$ cat config.mk
export PLATFORM = sky130hd
export DESIGN_NAME = llbit_ctrl
export DESIGN_NICKNAME = d
export VERILOG_FILES = /design/src/rtl/llbit_ctrl.sv
export SDC_FILE = /design/constraint.sdc
export NUM_CORES = 1
export LEC_CHECK = 0
export CORE_ASPECT_RATIO = 1.1
export CORE_MARGIN = 10
export CORE_UTILIZATION = 16
export CTS_CLUSTER_SIZE = 20
export DETAILED_ROUTE_END_ITERATION = 10
export GPL_TIMING_DRIVEN = 1
export HOLD_SLACK_MARGIN = 0.08
export MAX_ROUTING_LAYER = met4
export PLACE_DENSITY_LB_ADDON = 0.08
export SLEW_MARGIN = 20
export SYNTH_ARGS = -nofsm -noshare
export SYNTH_HDL_FRONTEND = slang
export SYNTH_SLANG_ARGS = --single-unit
$ cat constraint.sdc
create_clock -name clk -period 2.94 [get_ports clk]
set_input_delay 0.588 -clock clk [delete_from_list [all_inputs] [get_ports clk]]
set_output_delay 0.588 -clock clk [all_outputs]
set_load 0.01 [all_outputs]
$ cat src/rtl/llbit_ctrl.sv
// LL/SC reservation controller: LLBit, LLBCTL.KLO and the SC success handshake.
// Define LLSC_ADDR_CHECK_EN to make SC success also require a word-address match with the last LL.
module llbit_ctrl (
  input  logic        clk,
  input  logic        rst_n,
  input  logic        ll_commit,
  input  logic [31:0] ll_addr,
  input  logic        sc_req_valid,
  output logic        sc_req_ready,
  input  logic [31:0] sc_addr,
  output logic        sc_resp_valid,
  output logic        sc_resp_ok,
  input  logic        sc_resp_ready,
  input  logic        ertn,
  input  logic        flush,
  input  logic        llbctl_we,
  input  logic [31:0] llbctl_wdata,
  output logic [31:0] llbctl_rdata,
  output logic        llbit
);

  typedef enum logic [1:0] {ST_IDLE, ST_HELD, ST_SC_PEND} state_t;

  state_t r_state, w_state_nxt;
  logic   r_llbit, w_llbit_nxt;
  logic   r_klo, w_klo_nxt;
  logic   r_ok, w_ok_nxt;
  logic   w_accept, w_hs, w_set, w_clr, w_match;
  logic   w_unused_addr, w_unused_wdata;

  assign w_unused_wdata = ^{llbctl_wdata[31:3], llbctl_wdata[0]};

`ifdef LLSC_ADDR_CHECK_EN
  logic [29:0] r_addr;

  always_ff @(posedge clk or negedge rst_n) begin
    if (!rst_n)     r_addr <= '0;
    else if (w_set) r_addr <= ll_addr[31:2];
  end

  assign w_match       = (sc_addr[31:2] == r_addr);
  assign w_unused_addr = ^{ll_addr[1:0], sc_addr[1:0]};
`else
  assign w_match       = 1'b1;
  assign w_unused_addr = ^{ll_addr, sc_addr};
`endif

  always_ff @(posedge clk or negedge rst_n) begin
    if (!rst_n) begin
      r_state <= ST_IDLE;
      r_llbit <= 1'b0;
      r_klo   <= 1'b0;
      r_ok    <= 1'b0;
    end else begin
      r_state <= w_state_nxt;
      r_llbit <= w_llbit_nxt;
      r_klo   <= w_klo_nxt;
      r_ok    <= w_ok_nxt;
    end
  end

  always_comb begin
    w_state_nxt   = r_state;
    sc_req_ready  = (r_state != ST_SC_PEND);
    sc_resp_valid = (r_state == ST_SC_PEND);
    // Flush dominates: it blocks new requests and swallows an outstanding response.
    w_accept      = sc_req_valid && sc_req_ready && !flush;
    w_hs          = sc_resp_valid && sc_resp_ready && !flush;
    w_set         = ll_commit && (r_state != ST_SC_PEND);
    // All clears agree in direction, so they combine; any clear beats a same-cycle LL set.
    w_clr         = (ertn && !r_klo) || (llbctl_we && llbctl_wdata[1]) || w_hs;
    w_llbit_nxt   = w_clr ? 1'b0 : (w_set ? 1'b1 : r_llbit);
    w_klo_nxt     = (ertn && r_klo) ? 1'b0 : (llbctl_we ? llbctl_wdata[2] : r_klo);
    w_ok_nxt      = w_accept ? (r_llbit && w_match) : r_ok;

    if (flush) begin
      w_state_nxt = w_llbit_nxt ? ST_HELD : ST_IDLE;
    end else begin
      case (r_state)
        ST_SC_PEND: if (w_hs) w_state_nxt = ST_IDLE;
        default:    w_state_nxt = w_accept    ? ST_SC_PEND :
                                  w_llbit_nxt ? ST_HELD : ST_IDLE;
      endcase
    end
  end

  assign sc_resp_ok   = r_ok;
  assign llbit        = r_llbit;
  assign llbctl_rdata = {29'b0, r_klo, 1'b0, r_llbit};

endmodule
### After elaboration in Yosys (flattened, before gate mapping)

Index checks and enable logic that the tools add are counted.

* bits in registers: 5
* bits of input ports: 104
* word-level logic and storage cells: 29

* equal/unequal tests: 3
* mux-type cells: 9
* reductions and logical operators: 13

Operator list (count)
* $logic_and A1 B1 Y1: 8
* $mux W2: 4
* $mux W1: 5
* $ne A3 B1 Y1 const B: 1
* $eq A2 B2 Y1 const B: 1
* $logic_not A1 Y1: 2
* $logic_or A1 B1 Y1: 2
* $ne A2 B2 Y1 const B: 1
* $reduce_bool A2 Y1: 1

### Depth between registers and ports, before layout

Gate-level depths: netlist of run 1.

* word-level depth: 9
* depth in mapped cells: 4
* depth with buffers taken out: 3

### Worst setup path before layout of run 1

OpenSTA, ideal clock, no wires.

* kind: reg2out
* start point: register r_state[0]
* end point: output sc_resp_valid
* arrival time: 0.677 ns
* data required time: 2.352 ns
* setup slack: 1.675 ns
* stages on the path, launching flop included: 4
* path buffers: 1
* path through: dfrtp_1 -> nand2b_4 -> buf_6 -> inv_1

* cells in the longest elaborated chain, start to end: 1

Ends and longest elaborated chain
* start, declared: RTL line 24 `state_t r_state, w_state_nxt;`
* start signal, assigned: RTL line 55 `r_state <= w_state_nxt;`
* $eq A2 B2 Y1: RTL line 65 `sc_resp_valid = (r_state == ST_SC_PEND);`
* end, declared: RTL line 11 `output logic sc_resp_valid,`

Every way passes these cells.

### Final worst setup path of run 1

Ends and elaborated chain as after synthesis.

==> impl_metrics.toml, run 1 <==
[floorplan]
rows = 21
die_area_sq_um = 5830
ios = 140
start_util_pct = 16.7
die_y_microns = 79.1
coreArea_sq_um = 3050
fp.dieW_microns = 73.7

[sta]
period_share_pct = 66.2
rsz0062_at_grt = "no"
tns_ps = 0
finalSetupViolations = 0
worst_clock_skew_ps = 5.67
fin_crit_ps = 1950
whs_ps = 508
clock.fmax_mhz = 514
hold_viol = 0
layout_setup_ws_ps = 994
slew_violations = 0

[logic_synthesis]
synth_seq_cells = 5
ys_types = 15
synth_warnings = 0
syn_area_sq_um = 508
synthCells = 58
seq_area_frac_synth_pct = 24.6
synth.avg_cell_area_sq_um = 8.76

[clock_tree]
clock-root-buffer = "clkbuf_4"
worst_skew_pair.late_latency_ps = 240
cts_hold_buf = 0
ctsResizeCount = 0
cts_buffer_depth = 2
cts_setup_buffers = 0
htreeDepth = 1
cts_buffers = 3
clkSinkCount = 5
path_clk_slew_ps = 50
cts_tree = "built"

[place]
dp.cells = 103
place_worst_setup_slack_ps = 1220
portBuffers = 15
dpl.hpwl_microns = 1060
gp_congestion = 0.624

[global_route]
grtUsageTotal_pct = 3.78
grt_pass1_wl_microns = 1660
grt-ovfl-total = 0
grt_pass1_vias = 380
antenna_found_initial = 0
grt_max_degree = 9

[pwr]
p_sw_share_pct = 31.0
power.share.clock_pct = 31.2
p_total_w = 0.000251
p_comb_share_pct = 34.6
p_seq_share_pct = 34.2
p_int_w = 0.000173
pwr_density_cell_nw_per_um2 = 429
p_switching_w = 0.0000778
vdd_drop_max_v = 0.000129
leakagePower_nw = 0.303

[route]
post_drt_wl_per_cell_microns = 10.9
antenna_left = 0
drt-initial-drc-count = 30
viasPerCell = 2.91
dr.pass1.iters = 3
vias = 311
remaining_drc_errors = 0
totalWireLength_microns = 1170

[cells_and_area]
finalNonFillerCells = 107
fill_cells = 352
syn_to_final_growth_pct = 15.0
final_layout_size_suffix_gt1_share_pct = 9.59
n_antenna_cell = 0
nNetsFinal = 178

[setup_path]
cp_data_required_time_ps = 2350
r2r-end = "sc_resp_ok"
critPathCaptureType = "output port"
cpPeakStageDelay_ps = 530
r2r_cells = 3
r2r_setup_slack_ps = 1870
reg2reg_from = "r_state[0]"
critical_path.max_fanout = 8
cp_slowest_cell = "clkdlybuf4s50_1"
arrival_ps = 1360
worstSetupPathType = "reg -> out"
path_cells = "nand2b_4 > inv_1 > clkdlybuf4s50_1"
start_kind = "register"

[outcome]
status = "finished clean"

[min_path]
min_from = "r_klo"
min_to = "r_klo"
worstHoldPathType = "reg -> reg"
hold_depth = 1

[run]
drv_cap = 0
==> how the worst max path moves through the flow <==
stage | from | endpoint | slack, ps | depth (start not counted)
2_1_floorplan | r_state[0] | sc_resp_valid | 1670 | 3
3_3_place_gp | flush | sc_resp_ok | 1220 | 3
3_5_place_dp | flush | sc_resp_ok | 1220 | 3
4_1_cts | r_state[0] | sc_resp_valid | 980 | 3
5_1_grt | r_state[0] | sc_resp_valid | 950 | 3
6_report | r_state[0] | sc_resp_valid | 990 | 3
==> critical path, delay by kind of cell (launching register included) <==
kind	cells	cell delay, ps
AND/OR/NAND/NOR	1	170
flip-flops	1	350
buffers and inverters	2	590
==> metal layers <==
metal | track usage, % | routed length, microns
met5 | - | 0
met4 | 3.36 | 11
met3 | 1.62 | 113
met2 | 5.89 | 576
met1 | 3.43 | 469
==> synthesized netlist by cell type, drive strengths merged <==
cell type	count	share of area [%]
o21ai	2	2.0
dfrtp	5	25
mux2	2	5.9
nor2	1	1.2
nand2	2	1.5
nand2b	2	3.9
conb	1	0.74
mux2i	1	2.0
buf	33	50
nor3	1	0.98
inv	3	2.2
nand3b	1	1.5
a21oi	4	3.9
==> registers in the layout, summed over array words and instances (netlist names) <==
name and flops:
r_klo 1, llbit 1, sc_resp_ok 1, r_state 2
==> cell families after synthesis <==
logic type | synth area share, %
buf+inv | 51.7
simple gates | 9.11
compound gates | 5.91
flops | 24.6
mux | 7.88
other cells | 0.738
==> power groups by stage <==
stage	Sequential [W]	Combinational, W	Clock (W)
after floorplan	0.0000879	0.0000789	0
after global placement	0.0000867	0.0000867	0
after detailed placement	0.0000866	0.0000863	0
after CTS	0.0000858	0.0000866	0.0000828
after global routing	0.0000865	0.0000935	0.0000865
final	0.0000858	0.0000867	0.0000783
==> placed cells by master (no fill, tap or decap), drive strengths merged <==
| master | n |
|---|---|
| nand3b | 1 |
| nand2 | 2 |
| clkbuf | 4 |
| nand2b | 2 |
| dfrtp | 5 |
| clkdlybuf4s50 | 15 |
| mux2i | 1 |
| conb | 30 |
| a21oi | 4 |
| o21ai | 2 |
| nor3 | 1 |
| mux2 | 2 |
| nor2 | 1 |
| inv | 3 |
==> cell type report <==
| class | instances | area [sq um] | share of cell area, % |
|---|---|---|---|
| multi-input cells | 46 | 229 | 39.2 |
| repair buffers | 15 | 150 | 25.7 |
| flip-flops and latches | 5 | 125 | 21.4 |
| well taps | 34 | 42.5 | 7.28 |
| clock buffers | 4 | 26.3 | 4.50 |
| inverters | 3 | 11.3 | 1.93 |
==> through the flow <==
step	utilization (%)	area [sq um]
final	19.2	584
after global routing	19.2	584
after CTS	19.2	584
after detailed placement	18.3	558
after global placement	18.3	558
after floorplan	-	617
Power figures use the tool's default switching activity.
==> run 2, diff against run 1 <==
Settings changed: CORE_UTILIZATION 16 to 15.
Clock period 2.94 ns to 2 ns, I/O delays scaled along.
==> run 2 against run 1 <==
Register-to-register slack got worse by 920 ps; clock-buffer cell count stayed put; combinational power rose by 46%; core utilization shrank 1.4 points; critical path depth stayed put; critical endpoint unchanged; wire length grew 5.0%; final area is 0.43% higher; sequential share of layout area decreased by 0.091 points.
==> impl_metrics.toml, run 2 (synthesis gave the netlist of run 1 again) <==
[outcome]
status = "finished clean"

[run]
drv_cap = 0

[sta]
finalSetupViolations = 0
whs_ps = 400
worst_clock_skew_ps = 0.255
hold_viol = 0
rsz0062_at_grt = "no"
tns_ps = 0
clock.fmax_mhz = 571
fin_crit_ps = 1750
period_share_pct = 87.6
layout_setup_ws_ps = 249
slew_violations = 0

[route]
vias = 318
post_drt_wl_per_cell_microns = 11.3
dr.pass1.iters = 2
antenna_left = 0
remaining_drc_errors = 0
drt-initial-drc-count = 19
viasPerCell = 2.92
totalWireLength_microns = 1230

[floorplan]
fp.dieW_microns = 75.5
die_y_microns = 81.0
die_area_sq_um = 6120
coreArea_sq_um = 3300
ios = 140
rows = 22
start_util_pct = 15.4

[place]
portBuffers = 15
dp.cells = 105
dpl.hpwl_microns = 1090
gp_congestion = 0.701
place_worst_setup_slack_ps = 474

[clock_tree]
cts_buffers = 3
path_clk_slew_ps = 50
cts_tree = "built"
cts_buffer_depth = 2
worst_skew_pair.late_latency_ps = 240
clkSinkCount = 5
ctsResizeCount = 0
htreeDepth = 1
clock-root-buffer = "clkbuf_4"
cts_setup_buffers = 0
cts_hold_buf = 0

[cells_and_area]
regMostFlops = "r_state"
layout_commonest_cell = "conb_1"
finalNonFillerCells = 109
final_cell_mix = "conb_1 (30), clkdlybuf4s50_1 (15), dfrtp_1 (5)"
syn_to_final_growth_pct = 15.5
nNetsFinal = 178
largest_register_ffs = 2
n_antenna_cell = 0
final_layout_size_suffix_gt1_share_pct = 9.59
multi_input_area_sq_um = 229
ff_latch_area_sq_um = 125
fill_cells = 385

[pwr]
pwr_density_cell_nw_per_um2 = 631
p_sw_share_pct = 31.4
leakagePower_nw = 0.303
p_switching_w = 0.000116
p_int_w = 0.000254
p_seq_share_pct = 34.0
vdd_drop_max_v = 0.000102
p_comb_share_pct = 34.2
power.share.clock_pct = 31.8

[global_route]
grt-ovfl-total = 0
antenna_found_initial = 0
grt_max_degree = 9
grtUsageTotal_pct = 3.91
grt_pass1_vias = 376
grt_pass1_wl_microns = 1700

[setup_path]
arrival_ps = 1350
r2r_setup_slack_ps = 950
critPathCaptureType = "output port"
cp_data_required_time_ps = 1600
start_kind = "register"
worstSetupPathType = "reg -> out"
critical_path.max_fanout = 8

[min_path]
worstHoldPathType = "in -> async"
==> run 2: cell counts in the layout (fill, tap and decap cells not counted) <==
Identical to the previous run, type by type.
==> run 2: worst paths after layout <==
kind                             from            end  cells after the start
max                        r_state[0]  sc_resp_valid                      3
max reg2reg                r_state[0]     sc_resp_ok                      3
min reg2reg                sc_resp_ok     sc_resp_ok                      1
min in group clk           sc_resp_ok     sc_resp_ok                      1
min                             rst_n     r_state[1]                      1
max in group asynchronous       rst_n          llbit                      1
==> run 2: critical path: stages, from the launching register on <==
cell	delay, ps
dfrtp_1	350
nand2b_4	170
inv_1	60
clkdlybuf4s50_1	530
==> run 2: through the flow <==
step	area (sq um)	total power (W)	util, %
2_1_floorplan	617	0.000245	-
3_3_place_gp	561	0.000255	17.0
3_5_place_dp	561	0.000255	17.0
4_1_cts	587	0.000379	17.8
5_1_grt	587	0.000398	17.8
6_report	587	0.000371	17.8
==> run 2: final cells by class <==
type                       count  area share, %
inverter                       3           1.92
clock buffer                   4           4.48
tap                           36           7.68
sequential                     5           21.3
timing repair buffer          15           25.6
multi-input combinational     46           39.0
==> run 2: power by group through the flow <==
| stage | logic (W) | clock network, W | registers, W |
|---|---|---|---|
| 2_1_floorplan | 0.000116 | 0 | 0.000129 |
| 3_3_place_gp | 0.000128 | 0 | 0.000128 |
| 3_5_place_dp | 0.000126 | 0 | 0.000128 |
| 4_1_cts | 0.000127 | 0.000126 | 0.000127 |
| 5_1_grt | 0.000138 | 0.000132 | 0.000129 |
| 6_report | 0.000127 | 0.000118 | 0.000126 |
==> run 2: per-layer routing <==
layer | wire [microns] | vias to the layer above | global-route usage (%)
li1 | - | 149 | -
met1 | 532 | 142 | 3.78
met2 | 602 | 25 | 6.13
met3 | 84 | 2 | 1.34
met4 | 10 | 0 | 3.35
met5 | 0 | - | -
==> run 3, diff against run 2 <==
Settings changed: SKIP_LAST_GASP from default to 1.
==> results of run 3 <==
Same layout as run 2: the final DEF is identical, and so are final timing and power.
